<file path="config.mk">
export PLATFORM = sky130hd
export DESIGN_NAME = fft_obuf_sequencer_flat
export DESIGN_NICKNAME = d
export VERILOG_FILES = /design/src/rtl/fft_buf_pkg.sv /design/src/rtl/fft_obuf_sequencer_if.sv /design/src/rtl/fft_obuf_wr_addr_gen.sv /design/src/rtl/fft_obuf_sequencer.sv /design/src/flat_wrapper.sv
export SDC_FILE = /design/constraint.sdc
export NUM_CORES = 1
export LEC_CHECK = 0
export BUFFER_PORTS_ARGS = -buffer_cell sky130_fd_sc_hd__buf_2
export CAP_MARGIN = 20
export CORE_MARGIN = 2
export CORE_UTILIZATION = 35
export DETAILED_ROUTE_END_ITERATION = 7
export MAX_ROUTING_LAYER = met4
export PLACE_DENSITY = 0.61
export SLEW_MARGIN = 20
export SYNTH_ARGS = -nofsm -noshare
export SYNTH_HDL_FRONTEND = slang
export SYNTH_SLANG_ARGS = --single-unit
export TNS_END_PERCENT = 10
</file>
<file path="constraint.sdc">
create_clock -name clk -period 5.2 [get_ports clk]
set_clock_uncertainty 0.15 [all_clocks]
set_input_delay 0.26 -clock clk [delete_from_list [all_inputs] [get_ports clk]]
set_output_delay 0.26 -clock clk [all_outputs]
set_load 0.03 [all_outputs]
</file>
<file path="src/rtl/fft_buf_pkg.sv">
// Shared constants, state types and lane helpers for the
// 256-point FFT output buffer sequencer.
package fft_buf_pkg;

  localparam int ADDR_W    = 8;
  localparam int LANES     = 8;
  localparam int WR_CYCLES = 32;
  localparam int N_POINTS  = 1 << ADDR_W;
  localparam int HALF      = N_POINTS / 2;
  localparam int WCNT_W    = $clog2(WR_CYCLES);
  localparam int LANE_STEP = LANES / 2;

  typedef logic [ADDR_W-1:0] addr_t;

  typedef enum logic {
    W_IDLE,
    W_ACTIVE
  } wr_state_e;

  typedef enum logic {
    R_IDLE,
    R_ACTIVE
  } rd_state_e;

  // Even lanes walk the low half, odd lanes the high half.
  function automatic addr_t lane_base(input int unsigned k);
    int unsigned b;
    b = (k >> 1) + HALF * (k & 1);
    return addr_t'(b);
  endfunction

endpackage

</file>
<file path="src/rtl/fft_obuf_sequencer_if.sv">
// Frame-start input and buffer control outputs of the
// FFT output buffer sequencer.
interface fft_obuf_sequencer_if;
  import fft_buf_pkg::*;

  logic                    startin;
  logic                    wr_en;
  logic                    wr_bank;
  logic [LANES*ADDR_W-1:0] wr_addr;
  logic                    rd_en;
  logic                    rd_bank;
  logic [ADDR_W-1:0]       rd_addr;
  logic                    out_valid;
  logic                    startout;
  logic                    busy;
  logic                    overrun;

  modport master (
    input  startin,
    output wr_en,
    output wr_bank,
    output wr_addr,
    output rd_en,
    output rd_bank,
    output rd_addr,
    output out_valid,
    output startout,
    output busy,
    output overrun
  );

  modport slave (
    output startin,
    input  wr_en,
    input  wr_bank,
    input  wr_addr,
    input  rd_en,
    input  rd_bank,
    input  rd_addr,
    input  out_valid,
    input  startout,
    input  busy,
    input  overrun
  );

endinterface

</file>
<file path="src/rtl/fft_obuf_wr_addr_gen.sv">
// Eight-lane digit-reversed write address generator;
// every lane advances by LANE_STEP per write cycle.
module fft_obuf_wr_addr_gen
  import fft_buf_pkg::*;
(
  input  logic                    clk,
  input  logic                    reset,
  input  logic                    load,
  input  logic                    step,
  input  logic                    clr,
  output logic [LANES*ADDR_W-1:0] wr_addr
);

  always_ff @(posedge clk) begin
    if (reset || clr) begin
      wr_addr <= '0;
    end else if (load) begin
      for (int k = 0; k < LANES; k++)
        wr_addr[k*ADDR_W +: ADDR_W] <= lane_base(k);
    end else if (step) begin
      for (int k = 0; k < LANES; k++)
        wr_addr[k*ADDR_W +: ADDR_W] <=
          wr_addr[k*ADDR_W +: ADDR_W] + addr_t'(LANE_STEP);
    end
  end

endmodule

</file>
<file path="src/rtl/fft_obuf_sequencer.sv">
// Ping-pong FFT output buffer controller: lane writes,
// natural-order reads, framing and overrun flag.
module fft_obuf_sequencer
  import fft_buf_pkg::*;
(
  input  logic                 clk,
  input  logic                 reset,
  fft_obuf_sequencer_if.master bus
);

  wr_state_e         w_state;
  rd_state_e         r_state;
  logic [WCNT_W-1:0] wcnt;
  addr_t             rcnt;
  logic [1:0]        full;
  logic [1:0]        full_set;
  logic [1:0]        full_clr;
  logic              wr_bank_q;
  logic              rd_bank_q;
  logic              wr_en_q;
  logic              rd_en_q;
  logic              out_valid_q;
  logic              startout_q;
  logic              overrun_q;
  logic              accept;
  logic              reject;
  logic              wr_done;
  logic              rd_done;
  logic              rd_full_now;
  logic              oth_full_now;

  assign accept  = bus.startin && (w_state == W_IDLE)
                   && !full[wr_bank_q];
  assign reject  = bus.startin && !accept;
  assign wr_done = (w_state == W_ACTIVE)
                   && (wcnt == WCNT_W'(WR_CYCLES - 1));
  assign rd_done = (r_state == R_ACTIVE)
                   && (rcnt == addr_t'(N_POINTS - 1));

  // Look ahead at a completing write so reads start with no bubble.
  assign rd_full_now  = full[rd_bank_q]
                        || (wr_done && (wr_bank_q == rd_bank_q));
  assign oth_full_now = full[~rd_bank_q]
                        || (wr_done && (wr_bank_q != rd_bank_q));

  always_comb begin
    full_set = 2'b00;
    full_clr = 2'b00;
    if (wr_done) full_set[wr_bank_q] = 1'b1;
    if (rd_done) full_clr[rd_bank_q] = 1'b1;
  end

  always_ff @(posedge clk) begin
    if (reset) begin
      w_state   <= W_IDLE;
      wcnt      <= '0;
      wr_bank_q <= 1'b0;
      wr_en_q   <= 1'b0;
      overrun_q <= 1'b0;
    end else begin
      if (reject) overrun_q <= 1'b1;
      unique case (w_state)
        W_IDLE: begin
          if (accept) begin
            w_state <= W_ACTIVE;
            wcnt    <= '0;
            wr_en_q <= 1'b1;
          end
        end
        W_ACTIVE: begin
          if (wr_done) begin
            w_state   <= W_IDLE;
            wr_en_q   <= 1'b0;
            wr_bank_q <= ~wr_bank_q;
          end else begin
            wcnt <= wcnt + 1'b1;
          end
        end
      endcase
    end
  end

  always_ff @(posedge clk) begin
    if (reset) begin
      r_state   <= R_IDLE;
      rcnt      <= '0;
      rd_bank_q <= 1'b0;
      rd_en_q   <= 1'b0;
    end else begin
      unique case (r_state)
        R_IDLE: begin
          if (rd_full_now) begin
            r_state <= R_ACTIVE;
            rcnt    <= '0;
            rd_en_q <= 1'b1;
          end
        end
        R_ACTIVE: begin
          if (rd_done) begin
            rcnt      <= '0;
            rd_bank_q <= ~rd_bank_q;
            if (!oth_full_now) begin
              r_state <= R_IDLE;
              rd_en_q <= 1'b0;
            end
          end else begin
            rcnt <= rcnt + 1'b1;
          end
        end
      endcase
    end
  end

  always_ff @(posedge clk) begin
    if (reset) begin
      full        <= 2'b00;
      out_valid_q <= 1'b0;
      startout_q  <= 1'b0;
    end else begin
      full        <= (full & ~full_clr) | full_set;
      out_valid_q <= rd_en_q;
      startout_q  <= rd_en_q && (rcnt == '0);
    end
  end

  fft_obuf_wr_addr_gen u_wr_addr_gen (
    .clk     (clk),
    .reset   (reset),
    .load    (accept),
    .step    ((w_state == W_ACTIVE) && !wr_done),
    .clr     (wr_done),
    .wr_addr (bus.wr_addr)
  );

  assign bus.wr_en     = wr_en_q;
  assign bus.wr_bank   = wr_bank_q;
  assign bus.rd_en     = rd_en_q;
  assign bus.rd_bank   = rd_bank_q;
  assign bus.rd_addr   = rcnt;
  assign bus.out_valid = out_valid_q;
  assign bus.startout  = startout_q;
  assign bus.overrun   = overrun_q;
  assign bus.busy      = (w_state == W_ACTIVE)
                         || (r_state == R_ACTIVE)
                         || (|full);

endmodule

</file>
<file path="src/flat_wrapper.sv">
// flat-port wrapper written by rule: the top's interface ports become plain ports
module fft_obuf_sequencer_flat import fft_buf_pkg::*;
  (clk, reset, bus_startin, bus_wr_en, bus_wr_bank, bus_wr_addr, bus_rd_en, bus_rd_bank, bus_rd_addr, bus_out_valid, bus_startout, bus_busy, bus_overrun);
  fft_obuf_sequencer_if bus_i ();
  input  logic clk;
  input  logic reset;
  input wire logic [$bits(bus_i.startin)-1:0] bus_startin;
  output wire logic [$bits(bus_i.wr_en)-1:0] bus_wr_en;
  output wire logic [$bits(bus_i.wr_bank)-1:0] bus_wr_bank;
  output wire logic [$bits(bus_i.wr_addr)-1:0] bus_wr_addr;
  output wire logic [$bits(bus_i.rd_en)-1:0] bus_rd_en;
  output wire logic [$bits(bus_i.rd_bank)-1:0] bus_rd_bank;
  output wire logic [$bits(bus_i.rd_addr)-1:0] bus_rd_addr;
  output wire logic [$bits(bus_i.out_valid)-1:0] bus_out_valid;
  output wire logic [$bits(bus_i.startout)-1:0] bus_startout;
  output wire logic [$bits(bus_i.busy)-1:0] bus_busy;
  output wire logic [$bits(bus_i.overrun)-1:0] bus_overrun;
  assign bus_i.startin = bus_startin;
  assign bus_wr_en = bus_i.wr_en;
  assign bus_wr_bank = bus_i.wr_bank;
  assign bus_wr_addr = bus_i.wr_addr;
  assign bus_rd_en = bus_i.rd_en;
  assign bus_rd_bank = bus_i.rd_bank;
  assign bus_rd_addr = bus_i.rd_addr;
  assign bus_out_valid = bus_i.out_valid;
  assign bus_startout = bus_i.startout;
  assign bus_busy = bus_i.busy;
  assign bus_overrun = bus_i.overrun;
  fft_obuf_sequencer u_core (.clk(clk), .reset(reset), .bus(bus_i));
endmodule
</file>
Word level (Yosys, flattened, before mapping)

Cells that the tools add are included.

Register bits after elaboration: 88
Input bits: 3
Output and inout port bits: 80
Word-level logic and storage cells: 108

Add/sub/neg operators: 10
$lt $le $gt $ge: 5
Equal/unequal tests: 10
Mux-type cells: 34
Bitwise operators: 7
Reduce and logical (&&, ||, !) cells: 28

Operators with widths:

| kind                  | count |
|---|---|
| $mux W64              | 2 |
| $add A8 B3 Y8 const B | 8 |
| $mux W1               | 18 |
| $mux W8               | 2 |
| $pmux W8 S2           | 1 |
| $logic_and A1 B1 Y1   | 11 |
| $mux W5               | 2 |
| $pmux W5 S2           | 1 |
| $add A8 B1 Y8 const B | 1 |
| $eq A8 B8 Y1 const B  | 1 |
| $logic_not A8 Y1      | 1 |
| $ne A2 B2 Y1 const B  | 4 |
| $pmux W1 S2           | 4 |
| $reduce_and A2 Y1     | 4 |
| $lt A1 B2 Y1 const B  | 3 |
| $add A5 B1 Y5 const B | 1 |
| $eq A5 B5 Y1 const B  | 1 |
| $logic_or A1 B1 Y1    | 5 |
| $mux W2               | 2 |
| $ne A2 B1 Y1 const B  | 2 |
| $not A1 Y1            | 4 |
| $reduce_or A2 Y1      | 2 |
| $logic_not A1 Y1      | 3 |
| $reduce_and A3 Y1     | 1 |
| 8 further kinds       | 10 |

Longest topological paths before layout

Word-level depth: 8
Mapped depth: 9
Mapped depth without buffers: 7

By module

From an unflattened synthesis, not the netlist that was laid out.

Cell total of the unflattened synthesis: 356
Area total of the unflattened synthesis: 3266.9 µm²

By module, submodules not included:

| module               | times used | cells each | area each (µm²) | sequential area each (µm²) |
|---|---|---|---|---|
| fft_obuf_wr_addr_gen | 1          | 221        | 2114.5          | 980.9 |
| fft_obuf_sequencer   | 1          | 135        | 1152.4          | 480.5 |

Least setup slack after synthesis

No wires, ideal clock.

Path type: reg-to-reg
From: register u_core.wcnt[0]
To: register u_core.rcnt[7], in the netlist u_core.bus.rd_addr[7]
Setup time: 0.086 ns
Data arrival time: 1.977 ns
Required time: 4.964 ns
Setup slack: 2.988 ns
Cell stages (with the launch flop): 8
Path buffers: 0
Period minus slack after synthesis: 2.212 ns
Cells stage by stage: dfxtp_1 > ha_1 > and3_1 > ha_1 > nand3_2 > a22o_1 > or4_1 > a211oi_1

Word-level cells in the longest chain between the ends: 5

RTL lines:

| element                | RTL line                  | RTL |
|---|---|---|
| start, declared        | fft_obuf_sequencer.sv:13  | `logic [WCNT_W-1:0] wcnt;` |
| start signal, assigned | fft_obuf_sequencer.sv:76  | `wcnt <= wcnt + 1'b1;` |
| $eq A5 B5 Y1           | fft_obuf_sequencer.sv:36  | `&& (wcnt == WCNT_W'(WR_CYCLES - 1));` |
| $logic_and A1 B1 Y1    | fft_obuf_sequencer.sv:36  |  |
| $logic_and A1 B1 Y1    | fft_obuf_sequencer.sv:42  | `\|\| (wr_done && (wr_bank_q == rd_bank_q));` |
| $logic_or A1 B1 Y1     | fft_obuf_sequencer.sv:42  |  |
| $ne A2 B1 Y1 (no line) | -                         |  |
| end signal, assigned   | fft_obuf_sequencer.sv:107 | `rcnt <= rcnt + 1'b1;` |
| end, declared          | fft_obuf_sequencer.sv:14  | `addr_t rcnt;` |

Every way passes these cells.
A chain may end at the register's enable or synchronous reset.

Worst setup path after layout

From: register u_core.wcnt[0]
To: register u_core.u_wr_addr_gen.wr_addr[63]

Word-level cells in the longest chain between the ends: 5
Elaborated cells between the ends (all ways): 6
Those cells by class: eq/ne: 1; reduce/logical: 5

RTL lines:

| element                       | RTL line                   | RTL |
|---|---|---|
| $eq A5 B5 Y1 (*)              | fft_obuf_sequencer.sv:36   |  |
| $logic_and A1 B1 Y1 (*)       | fft_obuf_sequencer.sv:36   |  |
| $logic_not A1 Y1              | fft_obuf_sequencer.sv:130  | `.step ((w_state == W_ACTIVE) && !wr_done),` |
| $logic_and A1 B1 Y1           | fft_obuf_sequencer.sv:130  |  |
| $reduce_bool A2 Y1 (no line)  | -                          |  |
| end signal, assigned by index | fft_obuf_wr_addr_gen.sv:19 | `wr_addr[k*ADDR_W +: ADDR_W] <= lane_base(k);` |
| end signal, assigned by index | fft_obuf_wr_addr_gen.sv:22 | `wr_addr[k*ADDR_W +: ADDR_W] <=` |
| end, declared                 | fft_obuf_wr_addr_gen.sv:11 | `output logic [LANES*ADDR_W-1:0] wr_addr` |

Every way passes the cells marked *; elsewhere a longest branch is shown, timed or not.

==> results.yml <==
grt:
  grt_pass1_vias: 2270
  overflow: 0
  grtUsageMet1_pct: 17.73
  antenna_found_initial: 0
  grtUsageMet3_pct: 5.622
  use_met2_pct: 20.69
  grt_max_degree: 40
  grt.busiest_layer: "met2"
  grt_usage_pct: 13.97
  grt_first_pass_wirelength_um: 10700
cells_and_area:
  multiInputGateArea_sq_um: 1558
  register_area_sq_um: 1461
  fin_area_sq_um: 3781
  drive_gt1_share_pct: 22.82
  num_antenna_cells: 0
  nFillCells: 896
  final_util_pct: 43.15
  final_nets: 435
  final_cells: 533
  syn2layout_area_growth_pct: 18.70
place:
  hpwl_um: 4572
  dp_cells: 517
  placed_area_sq_um: 3560
  portBuffers: 74
  globalplace.congestion: 0.7783
  place_ws_ns: 2.222
timing:
  setup_slack_ns: 2.547
  setup_tns_ns: 0
  setup_viol: 0
  tightestPinTransition_ns: 0.5355
  rsz0062_at_grt: "no"
  hold_ws_ns: 0.01823
  fmax_mhz: 376.9
  period_share_pct: 51.03
  drv_slew: 0
  min_period_ns: 2.653
  relSlewSlack_pct: 64.30
  hold_viol: 0
detailed_routing:
  drt_wl_total_um: 6600
  drt-vias-per-instance: 4.809
  first_pass_iters: 4
  drtAntennaViolNets: 0
  routedWlPerCell_um: 12.38
  drc: 0
  dr_total_vias: 2563
  drt_iter0_drc: 75
logic_synthesis:
  synth_top_cell_by_area: "dfxtp_1"
  synth_compound_area_share_pct: 8.170
  syn_area_sq_um: 3186
  synthMuxAreaShare_pct: 0.6284
  syn_inst: 357
  synth.area.top_cells: "dfxtp_1 (46%), xor2_1 (9.6%), nor2_1 (5.4%), nand2_1 (4.9%), ha_1 (4.7%)"
  synth_ff_type: "dfxtp_1"
  ys_types: 39
  synth_top_family_by_area: "simple AND/OR/NAND/NOR gates"
  yosysWarnings: 0
  synth-seq-area-share_pct: 45.88
  synth_xor_area_share_pct: 12.10
  synth-simple-area-share_pct: 22.03
  ys_seq_elements: 73
  synth.avg_cell_area_sq_um: 8.923
  synthAdderAreaFrac_pct: 4.713
  synthArstFlopShare_pct: 0
  synth_edf_count: 0
  synth_top_cell_area_share_pct: 45.88
clocking:
  cts_tree: "built"
  cts_made_buffers: 9
  clock_sinks: 73
  cts_root_buf: "clkbuf_8"
  cts_setup_buffers: 0
  clkTransAtPathRegs_ns: 0.08
  htreeDepth: 3
  cts_hold_buf: 0
  worstSkewPairLatency_ns: 0.35
  cts_resized: 0
  cts_buffer_depth: 2
setup_path:
  critical_path_class: "register to register"
  cp_top_family: "simple AND/OR/NAND/NOR gates"
  reg2reg_from: "u_core.wcnt[0]$_SDFFE_PP0P_"
  crit_path_max_fanout: 39
  slowest_delay_ns: 0.45
  r2r-end: "u_core.u_wr_addr_gen.wr_addr[63]$_SDFFE_PP0P_"
  cp-start-kind: "register"
  path_depth: 8
  worstPathBufferInverterCount: 1
  rrSetupSlack_ns: 2.55
  crit_path_end_kind: "register"
  slowest_stage: "buf_4"
  required_ns: 5.26
  crit_arrival_ns: 2.71
  path_cells: "ha_1 > and3_1 > ha_1 > nor2b_4 > buf_4 > nand4_1 > xor2_1 > a21oi_1"
  cpMostUsedCell: "ha_1"
  worst_r2r_path_depth: 8
job:
  drv_cap: 0
worst_hold_path:
  hold_start: "bus_startin"
  hold-path-cell-count: 3
  holdPathEnd: "u_core.bus.overrun$_SDFFE_PP0P_"
  min_path_type: "input pin to register"
power_and_ir_drop:
  p_per_area_nw_per_um2: 312.8
  p_clk_share_pct: 41.1
  peakVddDrop_mv: 0.1420
  comb_power_share_pct: 9.5
  power_leakage_nw: 1.693
  p_sw_mw: 0.3108
  p_int_mw: 0.8720
  p_total_mw: 1.183
  seq_power_share_pct: 49.4
  switching_share_pct: 26.28
floorplanning:
  ios: 83
  coreArea_sq_um: 8763
  die_y_um: 99.40
  fp.dieW_um: 99.40
  dieArea_sq_um: 9880
  start_util_pct: 36.35
  num_rows: 34
outcome:
  status: "completed"
cells by family (layout without fill, tap and decap cells):
family                     after synthesis  count (layout)
buffers and inverters                   37              98
DFF                                     73              73
and+or+nand+nor                        145             145
muxes                                    2               2
other                                    1               8
xor gates and xnor gates                44              44
adders and majority gates               12              12
AOI/OAI and AO/OA                       43              43
registers in the layout, indices dropped and copies added (netlist names):
register / flops
u_core.bus.out_valid: 1
u_core.bus.overrun: 1
u_core.bus.rd_addr: 8
u_core.bus.rd_bank: 1
u_core.bus.rd_en: 1
u_core.bus.startout: 1
u_core.bus.wr_bank: 1
u_core.bus.wr_en: 1
u_core.full: 2
u_core.r_state: 1
u_core.u_wr_addr_gen.wr_addr: 49
u_core.w_state: 1
u_core.wcnt: 5
cell usage in the layout, fill, tap and decap left out, types with 8 or more instances in the layout:
cell | Yosys | final
buf_2 | 6 | 74
dfxtp_1 | 73 | 73
nor2_1 | 46 | 46
nand2_1 | 42 | 42
xor2_1 | 35 | 35
a21oi_1 | 25 | 25
nand4_1 | 20 | 20
ha_1 | 12 | 12
and3_1 | 10 | 10
xnor2_1 | 9 | 9
clkbuf_8 | 0 | 9
conb_1 | 1 | 8
power by group through the flow:
| stage | logic [mW] | clock network (mW) | registers [mW] |
|---|---|---|---|
| 2_1_floorplan | 0.0762 | 0 | 0.616 |
| 3_3_place_gp | 0.112 | 0 | 0.598 |
| 3_5_place_dp | 0.113 | 0 | 0.598 |
| 4_1_cts | 0.114 | 0.503 | 0.585 |
| 5_1_grt | 0.122 | 0.528 | 0.587 |
| 6_report | 0.112 | 0.486 | 0.585 |
cells in the mapped netlist, drive strengths merged (4+ instances only):
| library cell | count |
|---|---|
| nand2 | 42 |
| clkbuf | 10 |
| nor2 | 46 |
| dfxtp | 73 |
| nand4 | 20 |
| inv | 6 |
| buf | 21 |
| xor2 | 35 |
| and3 | 10 |
| xnor2 | 9 |
| nand3 | 7 |
| nand2b | 4 |
| a21oi | 25 |
| ha | 12 |
cell type report:
cell class	count	area share [%]
multi-input cells	254	41.20
inverters	6	0.5956
flip-flops and latches	73	38.65
clock buffers	10	3.375
clock inverters	6	2.416
well taps	108	3.574
repair buffers	76	10.19
how the worst max path moves through the flow:
stage / slack [ns] / to / from
floorplan: 2.99 / u_core.bus.rd_addr[7]$_SDFFE_PP0P_ / u_core.wcnt[0]$_SDFFE_PP0P_
global placement: 2.32 / u_core.u_wr_addr_gen.wr_addr[7]$_SDFFE_PP0P_ / u_core.wcnt[0]$_SDFFE_PP0P_
detailed placement: 2.22 / u_core.u_wr_addr_gen.wr_addr[3]$_SDFFE_PP0P_ / u_core.wcnt[0]$_SDFFE_PP0P_
CTS: 2.20 / u_core.u_wr_addr_gen.wr_addr[3]$_SDFFE_PP0P_ / u_core.wcnt[0]$_SDFFE_PP0P_
global route: 2.29 / u_core.u_wr_addr_gen.wr_addr[62]$_SDFFE_PP0P_ / u_core.wcnt[0]$_SDFFE_PP0P_
finish: 2.55 / u_core.u_wr_addr_gen.wr_addr[63]$_SDFFE_PP0P_ / u_core.wcnt[0]$_SDFFE_PP0P_
worst reg2reg max path: stages, from the launching register on:
cell,delay [ns]
dfxtp_1,0.34
ha_1,0.22
and3_1,0.19
ha_1,0.30
nor2b_4,0.39
buf_4,0.46
nand4_1,0.17
xor2_1,0.20
a21oi_1,0.10
per-layer routing:
metal  vias up  part of all wire (%)
met3         7                   6.4
met5         -                     0
met1      1174                    47
li1       1313                     -
met2        69                    46
met4         0                  0.89
Power figures use the tool's default switching activity.
